`src/rtl/motor_pkg.sv`:
```
// Shared types and helpers for the motor command path: navigation codes,
// packet geometry, the wheel mapping and the packet checksum.
package motor_pkg;

  typedef enum logic [3:0] {
    IDLE_BASE   = 4'd0,
    FORWARDS    = 4'd1,
    TURN        = 4'd2,
    TO_TABLE    = 4'd3,
    AT_TABLE    = 4'd4,
    BACKWARDS   = 4'd5,
    TURN_BACK   = 4'd6,
    RETURN_HOME = 4'd7,
    STOP        = 4'd8
  } nav_state_e;

  localparam int unsigned PKT_BYTES = 4;

  // Returns {left, right} as two's-complement bytes; magnitude must be <= 127.
  function automatic logic [15:0] wheel_cmd(input logic [3:0] direction,
                                            input logic [7:0] magnitude);
    logic [7:0] pos;
    logic [7:0] neg;
    pos = magnitude;
    neg = ~magnitude + 8'd1;
    case (direction)
      FORWARDS, TO_TABLE:     wheel_cmd = {pos, pos};
      TURN:                   wheel_cmd = {neg, pos};
      BACKWARDS, RETURN_HOME: wheel_cmd = {neg, neg};
      TURN_BACK:              wheel_cmd = {pos, neg};
      default:                wheel_cmd = 16'h0000;
    endcase
  endfunction

  function automatic logic [7:0] pkt_checksum(input logic [7:0] header,
                                              input logic [7:0] left,
                                              input logic [7:0] right);
    pkt_checksum = header ^ left ^ right;
  endfunction

endpackage

```
`src/rtl/motor_command_sequencer_uart_tx_byte.sv`:
```
// 8N1 byte transmitter, LSB first, line idles high.
// The last two cycles of the stop bit are spent in the idle state, so a caller
// that re-arms tx_valid one cycle after tx_ready rises gets exactly
// 10*CLKS_PER_BIT cycles per byte with no gap. Needs CLKS_PER_BIT >= 3.
module uart_tx_byte #(
  parameter int unsigned CLKS_PER_BIT = 434
) (
  input  logic       clk,
  input  logic       rst,
  input  logic [7:0] data,
  input  logic       tx_valid,
  output logic       tx_ready,
  output logic       tx
);

  localparam int unsigned CntW = $clog2(CLKS_PER_BIT);
  localparam logic [CntW-1:0] BitLast  = CntW'(CLKS_PER_BIT - 1);
  localparam logic [CntW-1:0] StopLast = CntW'(CLKS_PER_BIT - 3);

  typedef enum logic [1:0] {StIdle, StStart, StData, StStop} tx_state_e;

  tx_state_e       state_q;
  logic [CntW-1:0] cnt_q;
  logic [2:0]      bit_q;
  logic [7:0]      shift_q;

  assign tx_ready = (state_q == StIdle);

  // Bit timing and serialisation.
  always_ff @(posedge clk) begin
    if (rst) begin
      state_q <= StIdle;
      cnt_q   <= '0;
      bit_q   <= '0;
      shift_q <= '0;
      tx      <= 1'b1;
    end else begin
      unique case (state_q)
        StIdle: begin
          if (tx_valid) begin
            shift_q <= data;
            cnt_q   <= '0;
            tx      <= 1'b0;
            state_q <= StStart;
          end
        end
        StStart: begin
          if (cnt_q == BitLast) begin
            cnt_q   <= '0;
            bit_q   <= '0;
            tx      <= shift_q[0];
            shift_q <= shift_q >> 1;
            state_q <= StData;
          end else begin
            cnt_q <= cnt_q + CntW'(1);
          end
        end
        StData: begin
          if (cnt_q == BitLast) begin
            cnt_q <= '0;
            if (bit_q == 3'd7) begin
              tx      <= 1'b1;
              state_q <= StStop;
            end else begin
              bit_q   <= bit_q + 3'd1;
              tx      <= shift_q[0];
              shift_q <= shift_q >> 1;
            end
          end else begin
            cnt_q <= cnt_q + CntW'(1);
          end
        end
        StStop: begin
          if (cnt_q == StopLast) begin
            cnt_q   <= '0;
            state_q <= StIdle;
          end else begin
            cnt_q <= cnt_q + CntW'(1);
          end
        end
        default: state_q <= StIdle;
      endcase
    end
  end

endmodule

```
`src/rtl/motor_command_sequencer.sv`:
```
// Maps navigation state and speed to signed wheel commands and sends them as
// a 4-byte checksummed UART packet, on change and as a periodic keep-alive.
module motor_command_sequencer
  import motor_pkg::*;
#(
  parameter int unsigned CLK_FREQ       = 50_000_000,
  parameter int unsigned BAUD           = 115200,
  parameter int unsigned SPEED_W        = 3,
  parameter int unsigned SPEED_STEP     = 16,
  parameter int unsigned REFRESH_CYCLES = 5_000_000,
  parameter logic [7:0]  HEADER         = 8'hAA
) (
  input  logic               clk,
  input  logic               rst,
  input  logic [3:0]         direction,
  input  logic [SPEED_W-1:0] speed,
  output logic               uart_out,
  output logic               busy,
  output logic               pending,
  output logic [15:0]        pkt_count,
  output logic [7:0]         last_left,
  output logic [7:0]         last_right
);

  localparam int unsigned CLKS_PER_BIT = CLK_FREQ / BAUD;
  localparam int unsigned RefW = $clog2(REFRESH_CYCLES + 1);
  localparam logic [RefW-1:0] RefLast = RefW'(REFRESH_CYCLES - 1);
  localparam logic [1:0] ByteLast = 2'(PKT_BYTES - 1);

  typedef enum logic [2:0] {StIdle, StLoad, StSend, StWaitTx, StDone} seq_state_e;

  seq_state_e         state_q;
  logic               sent_valid_q;
  logic [3:0]         sent_dir_q;
  logic [SPEED_W-1:0] sent_spd_q;
  logic [3:0]         prev_dir_q;
  logic [SPEED_W-1:0] prev_spd_q;
  logic [RefW-1:0]    refresh_q;
  logic [1:0]         byte_idx_q;
  logic [7:0]         ck_q;
  logic               tx_valid_q;

  logic [15:0] mag_full;
  logic [7:0]  mag;
  logic [15:0] cmd;
  logic [7:0]  tx_byte;
  logic        tx_ready;
  logic        changed;
  logic        moved;

  // Wheel command and change detection from the live inputs.
  always_comb begin
    mag_full = 16'(speed) * 16'(SPEED_STEP);
    mag      = (mag_full > 16'd127) ? 8'd127 : mag_full[7:0];
    cmd      = wheel_cmd(direction, mag);
    changed  = {direction, speed} != {sent_dir_q, sent_spd_q};
    moved    = {direction, speed} != {prev_dir_q, prev_spd_q};
  end

  // Byte currently offered to the transmitter.
  always_comb begin
    tx_byte = HEADER;
    case (byte_idx_q)
      2'd0:    tx_byte = HEADER;
      2'd1:    tx_byte = last_left;
      2'd2:    tx_byte = last_right;
      default: tx_byte = ck_q;
    endcase
  end

  // Packet sequencing, status and keep-alive timer.
  always_ff @(posedge clk) begin
    if (rst) begin
      state_q      <= StIdle;
      sent_valid_q <= 1'b0;
      sent_dir_q   <= '0;
      sent_spd_q   <= '0;
      prev_dir_q   <= '0;
      prev_spd_q   <= '0;
      refresh_q    <= '0;
      byte_idx_q   <= '0;
      ck_q         <= '0;
      tx_valid_q   <= 1'b0;
      busy         <= 1'b0;
      pending      <= 1'b0;
      pkt_count    <= '0;
      last_left    <= '0;
      last_right   <= '0;
    end else begin
      prev_dir_q <= direction;
      prev_spd_q <= speed;
      unique case (state_q)
        StIdle: begin
          if (!sent_valid_q || changed || refresh_q == RefLast) begin
            state_q <= StLoad;
          end else begin
            refresh_q <= refresh_q + RefW'(1);
          end
        end
        StLoad: begin
          sent_valid_q <= 1'b1;
          sent_dir_q   <= direction;
          sent_spd_q   <= speed;
          last_left    <= cmd[15:8];
          last_right   <= cmd[7:0];
          ck_q         <= pkt_checksum(HEADER, cmd[15:8], cmd[7:0]);
          busy         <= 1'b1;
          refresh_q    <= '0;
          byte_idx_q   <= '0;
          tx_valid_q   <= 1'b1;
          state_q      <= StSend;
        end
        StSend: begin
          if (moved) pending <= 1'b1;
          if (tx_ready) begin
            tx_valid_q <= 1'b0;
            state_q    <= StWaitTx;
          end
        end
        StWaitTx: begin
          if (moved) pending <= 1'b1;
          if (tx_ready) begin
            if (byte_idx_q == ByteLast) begin
              state_q <= StDone;
            end else begin
              byte_idx_q <= byte_idx_q + 2'd1;
              tx_valid_q <= 1'b1;
              state_q    <= StSend;
            end
          end
        end
        StDone: begin
          pkt_count <= pkt_count + 16'd1;
          busy      <= 1'b0;
          if (pending) begin
            pending <= 1'b0;
            state_q <= StLoad;
          end else begin
            state_q <= StIdle;
          end
        end
        default: state_q <= StIdle;
      endcase
    end
  end

  uart_tx_byte #(
    .CLKS_PER_BIT(CLKS_PER_BIT)
  ) u_uart (
    .clk     (clk),
    .rst     (rst),
    .data    (tx_byte),
    .tx_valid(tx_valid_q),
    .tx_ready(tx_ready),
    .tx      (uart_out)
  );

endmodule
```
`config.mk`:
```
export PLATFORM = sky130hd
export DESIGN_NAME = motor_command_sequencer
export DESIGN_NICKNAME = d
export VERILOG_FILES = /design/src/rtl/motor_pkg.sv /design/src/rtl/motor_command_sequencer_uart_tx_byte.sv /design/src/rtl/motor_command_sequencer.sv
export SDC_FILE = /design/constraint.sdc
export NUM_CORES = 1
export LEC_CHECK = 0
export BUFFER_PORTS_ARGS = -buffer_cell sky130_fd_sc_hd__buf_2
export CAP_MARGIN = 40
export CORE_MARGIN = 1.5
export CORE_UTILIZATION = 30
export CTS_CLUSTER_SIZE = 28
export DETAILED_ROUTE_END_ITERATION = 16
export PLACE_DENSITY = 0.55
export SLEW_MARGIN = 30
export SYNTH_ARGS = -nofsm -noshare
export SYNTH_HDL_FRONTEND = slang
export SYNTH_SLANG_ARGS = --single-unit
```
`constraint.sdc`:
```
create_clock -name clk -period 2.1 [get_ports clk]
set_input_delay 0.21 -clock clk [delete_from_list [all_inputs] [get_ports clk]]
set_output_delay 0.21 -clock clk [all_outputs]
set_load 0.02 [all_outputs]
```
; ---- Yosys cells after proc, flatten, opt, wreduce, memory -nomap -nowiden
; Index checks and enable logic that the tools add are counted.
[totals]
input_bits = 9
word_cells = 135
register_bits = 109
[classes]
eq_ne = 34
n_mux = 45
n_reduce_logical = 26
bitwise_logic = 3
order_cmp = 1
n_addsub = 6
[ops]
columns = operator, n
row1 = $pmux W16 S4, 1
row2 = $pmux W8 S3, 2
row3 = $pmux W23 S2, 1
row4 = $mux W8, 4
row5 = $mux W9, 3
row6 = $pmux W9 S3, 1
row7 = $add A23 B1 Y23 const B, 1
row8 = $eq A23 B23 Y1 const B, 1
row9 = $mux W23, 1
row10 = $mux W3, 7
row11 = $eq A9 B9 Y1 const B, 2
row12 = $add A16 B1 Y16 const B, 1
row13 = $pmux W3 S5, 1
row14 = $mux W2, 7
row15 = $ne A2 B2 Y1 const B, 7
row16 = $ne A7 B7 Y1, 2
row17 = $eq A4 B3 Y1 const B, 3
row18 = $reduce_and A4 Y1, 3
row19 = $ne A2 B1 Y1 const B, 5
row20 = $reduce_and A5 Y1, 2
row21 = $reduce_bool A2 Y1, 5
row22 = $add A9 B1 Y9 const B, 1
row23 = $mux W1, 9
row24 = $add A8 B1 Y8 const B, 1
row25 = other kinds (27), 44

; ---- Depth between registers and ports, before layout
; Gate-level depths: netlist (run 1).
[depth]
depth_word = 7
ltp_mapped = 8

; ---- By module
; Synthesis (run 1) repeated with hierarchy kept, for this count alone.
[unflattened]
cells_unflattened = 571
area_unflattened_um2 = 4842.1
[modules_own_cells]
columns = module, seq_area_each_um2, n_inst, area_each_um2, cells_per_inst
row1 = motor_command_sequencer, 1441.4, 1, 3478.3, 414
row2 = uart_tx_byte, 460.4, 1, 1363.8, 157

; ---- Least setup slack after synthesis (run 1)
; Ideal clock, no wire load.
[synth_path]
kind = flip-flop to flip-flop
startpoint = register u_uart.state_q[0]
endpoint = register u_uart.shift_q[5]
setup_time_ns = 0.086
t_required_ns = 2.014
n_path_buf = 0
period_less_slack_ns = 2.231
t_arrival_ns = 2.146
slack_ns = -0.131
path_stages_with_launch = 8
path_cell_list = dfxtp_1 -> inv_1 -> ha_1 -> or2_2 -> o31a_1 -> a2111oi_1 -> nor2_1 -> a211oi_1
[synth_via]
elab_chain_len = 3
[synth_rtl]
columns = item, line_no
row1 = start: declaration, motor_command_sequencer_uart_tx_byte.sv:22  ; tx_state_e state_q;
row2 = start signal: assignment, motor_command_sequencer_uart_tx_byte.sv:32  ; state_q <= StIdle;
row3 = start signal: assignment, motor_command_sequencer_uart_tx_byte.sv:44  ; state_q <= StStart;
row4 = start signal: assignment, motor_command_sequencer_uart_tx_byte.sv:53  ; state_q <= StData;
row5 = "$eq A2 B2 Y1, or another cell as far along", motor_command_sequencer_uart_tx_byte.sv:38  ; unique case (state_q)
row6 = "$ne A2 B1 Y1 (no source line), or another cell as far along", --
row7 = $reduce_and A5 Y1 (no source line), --
row8 = end signal: assignment, motor_command_sequencer_uart_tx_byte.sv:41  ; shift_q <= data;
row9 = end signal: assignment, motor_command_sequencer_uart_tx_byte.sv:52  ; shift_q <= shift_q >> 1;
row10 = end signal: assignment, motor_command_sequencer_uart_tx_byte.sv:67  ; shift_q <= shift_q >> 1;
row11 = end: declaration, motor_command_sequencer_uart_tx_byte.sv:25  ; logic [7:0] shift_q;
; Several ways; a longest one is shown, not always the timed one.
; A chain may end at the register's enable or synchronous reset.

; ---- Final worst setup path (run 1)
[layout_path]
startpoint = register state_q[0]
endpoint = register refresh_q[18]
[layout_via]
elab_chain_len = 3
[layout_rtl]
columns = item, line_no
row1 = start: declaration, motor_command_sequencer.sv:32  ; seq_state_e state_q;
row2 = start signal: assignment, motor_command_sequencer.sv:74  ; state_q <= StIdle;
row3 = start signal: assignment, motor_command_sequencer.sv:95  ; state_q <= StLoad;
row4 = start signal: assignment, motor_command_sequencer.sv:111  ; state_q <= StSend;
row5 = $eq A3 B1 Y1 / $logic_not A3 Y1 (equally long branches), motor_command_sequencer.sv:92  ; unique case (state_q)
row6 = $reduce_bool A2 Y1 (no source line) / $ne A2 B2 Y1 (equally long branches), --
row7 = $reduce_and A2 Y1 (no source line), --
row8 = end signal: assignment, motor_command_sequencer.sv:97  ; refresh_q <= refresh_q + RefW'(1);
row9 = end: declaration, motor_command_sequencer.sv:38  ; logic [RefW-1:0] refresh_q;
; Several ways; a longest one is shown, not always the timed one.

==> impl_summary.log, run 1 <==
[metrics] Max Cap Violations: 0
[metrics] wire length of the first global-routing pass: 19100 µm
[metrics] Final Hold Fails: 0
[metrics] simple-gate portion of the synthesized area: 25.5%
[metrics] Global Route met1 Usage: 18.4%
[metrics] worst slew margin relative to its limit: 50.5%
[metrics] Worst setup SP type: flip-flop
[metrics] buffers and inverters on the worst path: 2
[metrics] global-route total usage across every layer: 14.6%
[metrics] sequential cell area fraction in the yosys report: 40.2%
[metrics] async set-or-reset flop fraction in the synthesized netlist: 0%
[metrics] dominant register cell in the synthesized netlist: sky130_fd_sc_hd__dfxtp_1
[metrics] library cell contributing the largest single delay on the critical path: sky130_fd_sc_hd__or4b_4
[metrics] post-synthesis compound-gate area fraction: 15.7%
[metrics] via count of the first global-routing pass: 4019
[metrics] period utilization: 102%
[metrics] class of the worst hold path: primary input to flip-flop
[metrics] number of setup violations in the final report: 5
[metrics] Max Fclk: 0.467 GHz
[metrics] total of flip-flops plus latches after synthesis: 95
[metrics] number of detailed-routing iterations run before antenna repair: 4
[metrics] final clock skew: 0.00818 ns
[metrics] TritonCTS clock tree: built
[metrics] footprint of the multi-input gates: 0.00274 mm²
[metrics] worst path setup slack after routing: -0.0409 ns
[metrics] Power Dens Cells: 898 mW/mm²
[metrics] M2 GR Usage: 24.0%
[metrics] area of the die: 0.0165 mm²
[metrics] Clk Tree Root Cell: sky130_fd_sc_hd__clkbuf_16
[metrics] sink count of the clock tree: 95
[metrics] placement-stage cell area: 0.00532 mm²
[metrics] clock-pin slew reported for the worst setup and hold paths after clock tree synthesis: 0.07 ns
[metrics] Final Max Slew Viols: 0
[metrics] post-detailed-routing wire length: 11200 µm
[metrics] share of final-layout standard cells stronger than drive strength 1: 22.8%
[metrics] worst vdd rail ir drop: 0.435 mV
[metrics] type of the worst setup path: flip-flop to flip-flop
[metrics] number of diodes added for antenna fixing: 0
[metrics] global-route layer with the greatest usage: met2
[metrics] drc violations: 0
[metrics] gpl congestion: 0.774
[metrics] average via count per standard cell: 4.90
[metrics] met3 global-route usage: 4.07%
[metrics] post-synthesis adder-cell area fraction: 4.50%
[metrics] total of fill cells in the finished design: 1572
[metrics] slew at the pin with the worst max-slew slack: 0.724 ns
[metrics] drt first-iter violations: 197
[metrics] initial core utilization: 30.9%
[metrics] synthesized area per cell: 8.43 µm²
[metrics] unrepaired setup endpoints after global routing: true
[metrics] multiplexer share of the synthesized area: 1.69%
[metrics] Syn Inst Count: 561
[metrics] ordered cell list for the critical path: or4b_4 -> nor4_4 -> buf_4 -> o211ai_4 -> buf_12 -> or4_4 -> a21oi_2
[metrics] critical-path maximum fanout: 8
[metrics] accumulated negative setup slack: -0.146 ns
[metrics] number of buffers added by the clock tree synthesis step: 9
[metrics] endpoint required time on the critical path: 2.39 ns
[metrics] net total in the final layout: 648
[metrics] Placement Rows: 45
[metrics] H-tree levels: 3
[metrics] CP endpoint kind: flip-flop
[metrics] number of port buffers: 35
[metrics] maximum number of buffers from clock root to sink: 2
[metrics] I/O pin count: 44
[metrics] mapped cell area: 0.00473 mm²
[metrics] final design instance area without fill: 0.00589 mm²
[metrics] drt wl/cell: 13.3 µm
[metrics] combined flip-flop and latch cell area: 0.00192 mm²
[metrics] Layout area overhead: 24.6%
[metrics] height of the die: 129 µm
[metrics] number of antenna violations at the first check in global routing: 0
[metrics] crit-path max cell delay: 0.54 ns
[metrics] combinational family with the most area after synthesis: simple AND/OR/NAND/NOR gates
[metrics] status: finished, violations left
[metrics] data arrival at the endpoint of the critical path: 2.44 ns
[metrics] total via count in the routed design: 4110
[metrics] final critical delay including setup and external delays: 2.14 ns
[metrics] final core occ: 38.5%
[metrics] number of synthesized flops with an enable pin: 0
[metrics] failing checks: setup timing
[metrics] count of hold buffers inserted by post-cts repair: 0
[metrics] chip width: 129 µm
[metrics] final global-route overflow total: 0
[metrics] Antenna Violating Nets Remaining: 0
[metrics] Pleak: 2.17 nW
[metrics] fraction of synthesized cell area in xor and xnor cells: 6.85%
[metrics] count of distinct cell types in the synthesized netlist: 62
[metrics] YS warnings: 0
[metrics] maximum number of pins on one net before global-route repair: 48
[metrics] clock insertion delay at the later pin of the skew report: 0.36 ns
[metrics] largest delay contributor family on the critical path: simple AND/OR/NAND/NOR gates
[metrics] half-perimeter wire length of the detailed placement result: 7860 µm
[metrics] Core Footprint: 0.0153 mm²
power breakdown:
group	internal, mW	switching, mW
clock	0.962	0.804
combinational	0.625	0.804
sequential	1.98	0.119
worst reg2reg max path: cells and delay by family, from the launching register on:
kind                   cells  cell delay [ns]
AOI/OAI and AO/OA          2             0.25
DFF                        1             0.31
and+or+nand+nor            3             1.19
buffers and inverters      2             0.34
cells in the mapped netlist (9+ instances only):
master                     count  share of area (%)
sky130_fd_sc_hd__or3_1        14                1.9
sky130_fd_sc_hd__nand4_1      11                1.5
sky130_fd_sc_hd__ha_1         17                4.5
sky130_fd_sc_hd__xnor2_1      15                2.8
sky130_fd_sc_hd__nand2_1      51                4.0
sky130_fd_sc_hd__dfxtp_1      95                 40
sky130_fd_sc_hd__o21ai_0      20                2.1
sky130_fd_sc_hd__xor2_1       22                4.1
sky130_fd_sc_hd__nand3_1      15                1.6
sky130_fd_sc_hd__o31ai_1      10                1.6
sky130_fd_sc_hd__buf_4         9                1.4
sky130_fd_sc_hd__or4_1        10                1.6
sky130_fd_sc_hd__nor2_1       67                5.3
sky130_fd_sc_hd__a21oi_1      47                5.0
sky130_fd_sc_hd__clkbuf_1     24                1.9
sky130_fd_sc_hd__nor3_1       12                1.3
sky130_fd_sc_hd__inv_1        20                1.6
kinds of logic (layout without fill, tap and decap cells):
group / after synthesis / in the layout
AO/OA/AOI/OAI: 115 / 115
XOR/XNOR: 37 / 37
adder cells (fa/ha/maj): 17 / 17
buffers and inverters: 57 / 116
flip-flops: 95 / 95
multiplexers: 8 / 8
other: 1 / 8
AND/OR/NAND/NOR: 231 / 231
flip-flops by register name (all words and copies together), names as in the netlist, 4 cells and up:
name / count
prev_dir_q: 4
u_uart.shift_q: 8
last_right: 4
ck_q: 4
u_uart.cnt_q: 9
sent_dir_q: 4
refresh_q: 23
pkt_count: 16
per-layer routing:
metal	part of all wire, %	vias up
met2	46	59
met4	1.5	0
met5	0	-
met3	4.0	14
li1	-	2093
met1	48	1944
worst paths after layout:
path                                   startpoint                end  slack, ns  depth (start not counted)
worst max-delay path                   state_q[0]      refresh_q[18]      -0.04                          7
worst min-delay path                     speed[1]      sent_spd_q[1]       0.13                          3
worst max register to register         state_q[0]      refresh_q[18]      -0.04                          7
worst min register to register  u_uart.shift_q[3]  u_uart.shift_q[3]       0.46                          2
layout by cell type, fill, tap and decap left out, types with 5 or more instances in the layout:
master	count
sky130_fd_sc_hd__dfxtp_1	88
sky130_fd_sc_hd__nor2_1	67
sky130_fd_sc_hd__nand2_1	51
sky130_fd_sc_hd__a21oi_1	40
sky130_fd_sc_hd__buf_4	39
sky130_fd_sc_hd__buf_2	36
sky130_fd_sc_hd__xor2_1	22
sky130_fd_sc_hd__o21ai_0	20
sky130_fd_sc_hd__inv_1	19
sky130_fd_sc_hd__ha_1	16
sky130_fd_sc_hd__nand3_1	15
sky130_fd_sc_hd__xnor2_1	15
sky130_fd_sc_hd__nor3_1	12
sky130_fd_sc_hd__nand4_1	11
sky130_fd_sc_hd__or3_1	10
sky130_fd_sc_hd__clkbuf_16	9
sky130_fd_sc_hd__nor2b_1	8
sky130_fd_sc_hd__mux2i_1	8
sky130_fd_sc_hd__a211oi_1	8
sky130_fd_sc_hd__conb_1	8
sky130_fd_sc_hd__nand2b_1	7
sky130_fd_sc_hd__a21oi_2	7
sky130_fd_sc_hd__or4_1	6
sky130_fd_sc_hd__o31ai_1	5
stage by stage:
step	setup slack, ns	power (mW)	instances	hold WS, ns
after floorplan	0.0376	3.06	568	0.387
after global placement	0.0789	3.47	812	0.441
after detailed placement	-0.0372	3.50	812	0.447
after CTS	-0.0453	5.29	832	0.119
after global routing	-0.131	5.64	838	0.145
final	-0.0409	5.29	838	0.127
what timing repair did:
action / 4_1_cts / 5_1_grt
pin swaps: 3 / 17
gates cloned: 1 / 1
setup buffers: 3 / 5
gates resized for setup: 8 / 31
setup endpoints to repair: 4 / 28
layout make-up:
class | count | area share (%)
clock buffer | 9 | 3.82
inverter | 20 | 1.27
multi-input combinational | 416 | 46.5
tap | 211 | 4.48
timing repair buffer | 80 | 9.79
clock inverter | 7 | 1.53
sequential | 95 | 32.6
Power figures use the tool's default switching activity.
==> run 2, diff against run 1 <==
- CAP_MARGIN: 40 -> 20
- CORE_UTILIZATION: 30 -> 54
- PLACE_DENSITY: 0.55 -> 0.83
- RECOVER_POWER: not set -> 25
==> run 2 against run 1 <==
Compared with the run above: the run now ends clean; die area fell by 44%; combinational power rose by 3%; via count rose by 4.4%; critical path depth fell by 1; clock-buffer cell count did not move; hold slack improved by 0.045 ns; largest power group unchanged; final cell count fell by 11%; sequential cell count did not move.
==> impl_summary.log, run 2 (synthesis gave the netlist of run 1 again) <==
[metrics] status: finished clean
[metrics] area of the die: 0.00933 mm²
[metrics] drt first-iter violations: 228
[metrics] number of detailed-routing iterations run before antenna repair: 5
[metrics] share of final-layout standard cells stronger than drive strength 1: 18.8%
[metrics] gpl congestion: 0.887
[metrics] type of the worst setup path: flip-flop to flip-flop
[metrics] number of port buffers: 35
[metrics] unrepaired setup endpoints after global routing: true
[metrics] CP endpoint kind: flip-flop
[metrics] wire length of the first global-routing pass: 18000 µm
[metrics] Max Fclk: 0.479 GHz
[metrics] clock-pin slew reported for the worst setup and hold paths after clock tree synthesis: 0.11 ns
[metrics] Clk Tree Root Cell: sky130_fd_sc_hd__clkbuf_8
[metrics] number of setup violations in the final report: 0
[metrics] final clock skew: 0.0184 ns
[metrics] Worst setup SP type: flip-flop
[metrics] worst slew margin relative to its limit: 24.2%
[metrics] Top reg by flops: refresh_q
[metrics] final cell count without fillers: 743
[metrics] number of placed instances with taps included: 717
[metrics] average via count per standard cell: 5.78
[metrics] global-route total usage across every layer: 24.6%
[metrics] height of the die: 96.6 µm
[metrics] net total in the final layout: 659
[metrics] slew at the pin with the worst max-slew slack: 1.14 ns
[metrics] number of buffers added by the clock tree synthesis step: 9
[metrics] number of antenna violations at the first check in global routing: 0
[metrics] Largest register FFs: 23
[metrics] Max Cap Violations: 0
[metrics] maximum number of buffers from clock root to sink: 2
[metrics] final critical delay including setup and external delays: 2.09 ns
[metrics] Power Dens Cells: 851 mW/mm²
[metrics] worst vdd rail ir drop: 0.475 mV
[metrics] I/O pin count: 44
[metrics] count of hold buffers inserted by post-cts repair: 0
[metrics] class of the worst hold path: primary input to flip-flop
[metrics] clock insertion delay at the later pin of the skew report: 0.38 ns
[metrics] largest registers ranked by flip-flop count: refresh_q x23, pkt_count x16, u_uart.cnt_q x9
[metrics] Final Max Slew Viols: 0
[metrics] Placement Rows: 33
[metrics] maximum number of pins on one net before global-route repair: 38
[metrics] drc violations: 0
[metrics] Layout area overhead: 18.0%
[metrics] Core Footprint: 0.00834 mm²
[metrics] half-perimeter wire length of the detailed placement result: 7650 µm
[metrics] sink count of the clock tree: 95
[metrics] endpoint required time on the critical path: 2.41 ns
[metrics] H-tree levels: 3
[metrics] Final Hold Fails: 0
[metrics] via count of the first global-routing pass: 4044
[metrics] critical-path maximum fanout: 8
[metrics] period utilization: 99.5%
[metrics] Antenna Violating Nets Remaining: 0
[metrics] leading cell types in the layout, fill and taps excluded: 89 x sky130_fd_sc_hd__dfxtp_1, 67 x sky130_fd_sc_hd__nor2_1, 51 x sky130_fd_sc_hd__nand2_1, 50 x sky130_fd_sc_hd__buf_4, 45 x sky130_fd_sc_hd__a21oi_1
[metrics] sum of internal, switching and leakage power: 4.75 mW
[metrics] post-detailed-routing wire length: 11100 µm
[metrics] number of diodes added for antenna fixing: 0
[metrics] final global-route overflow total: 0
[metrics] worst min-delay path startpoint: direction[3]
[metrics] TritonCTS clock tree: built
[metrics] data arrival at the endpoint of the critical path: 2.40 ns
[metrics] launch point of the worst reg-to-reg path: state_q[0]
[metrics] Pleak: 2.05 nW
[metrics] most frequent standard cell in the layout excluding fill and tap cells: sky130_fd_sc_hd__dfxtp_1
[metrics] chip width: 96.6 µm
[metrics] critical path startpoint: state_q[0]
[metrics] initial core utilization: 56.7%
[metrics] total via count in the routed design: 4292
[metrics] drt wl/cell: 15.0 µm
## run 2: path summary, 6_finish.rpt
kind	cells past startpoint	endpoint	slack, ns
setup / recovery	6	refresh_q[18]	0.01
hold / removal	3	sent_dir_q[3]	0.17
setup reg to reg	6	refresh_q[18]	0.01
hold reg to reg	2	u_uart.shift_q[2]	0.46
## run 2: where the power goes
| group | total [mW] | switching (mW) | leakage [nW] | internal, mW |
|---|---|---|---|---|
| clock | 1.16 | 0.706 | 0.0938 | 0.457 |
| combinational | 1.48 | 0.831 | 1.18 | 0.651 |
| sequential | 2.10 | 0.125 | 0.775 | 1.98 |
| total | 4.75 | 1.66 | 2.05 | 3.09 |
## run 2: timing repair
item	in CTS	in global routing
gates resized for setup	8	18
setup endpoints to repair	18	30
pin swaps	25	8
cloned	2	0
setup buffers	2	6
## run 2: per-layer routing
| metal | vias to the layer above | track usage (%) | part of all wire [%] |
|---|---|---|---|
| li1 | 2115 | - | - |
| met1 | 2008 | 29.1 | 42 |
| met2 | 140 | 42.6 | 50 |
| met3 | 29 | 6.03 | 5.5 |
| met4 | 0 | 10.0 | 2.4 |
| met5 | - | 0 | 0 |
## run 2: stage by stage
stage / setup TNS, ns / worst slack [ns] / hold WS (ns) / instance area, µm² / util [%]
5_1_grt: -0.562 / -0.0601 / 0.164 / 5580 / 66.9
4_1_cts: -0.726 / -0.0998 / 0.168 / 5510 / 66.1
3_5_place_dp: -0.325 / -0.137 / 0.448 / 5250 / 62.9
2_1_floorplan: 0 / 0.0376 / 0.387 / 4770 / -
6_report: 0 / 0.0112 / 0.172 / 5580 / 66.9
3_3_place_gp: -0.00110 / -0.00110 / 0.440 / 5250 / 62.9
## run 2: cell type report
class,count,area (µm²)
fillers,674,2760
multi-input cells,417,2690
flip-flops and latches,95,1910
repair buffers,90,577
well taps,105,131
clock buffers,9,124
inverters,20,75.1
clock inverters,7,65.1
## run 2: critical path, cell delays in order (launching register included)
cell and delay (ns):
sky130_fd_sc_hd__dfxtp_2 0.34, sky130_fd_sc_hd__or4b_4 0.54, sky130_fd_sc_hd__nor4_4 0.18, sky130_fd_sc_hd__buf_4 0.19, sky130_fd_sc_hd__o211ai_4 0.12, sky130_fd_sc_hd__or4_1 0.50, sky130_fd_sc_hd__a21oi_1 0.14
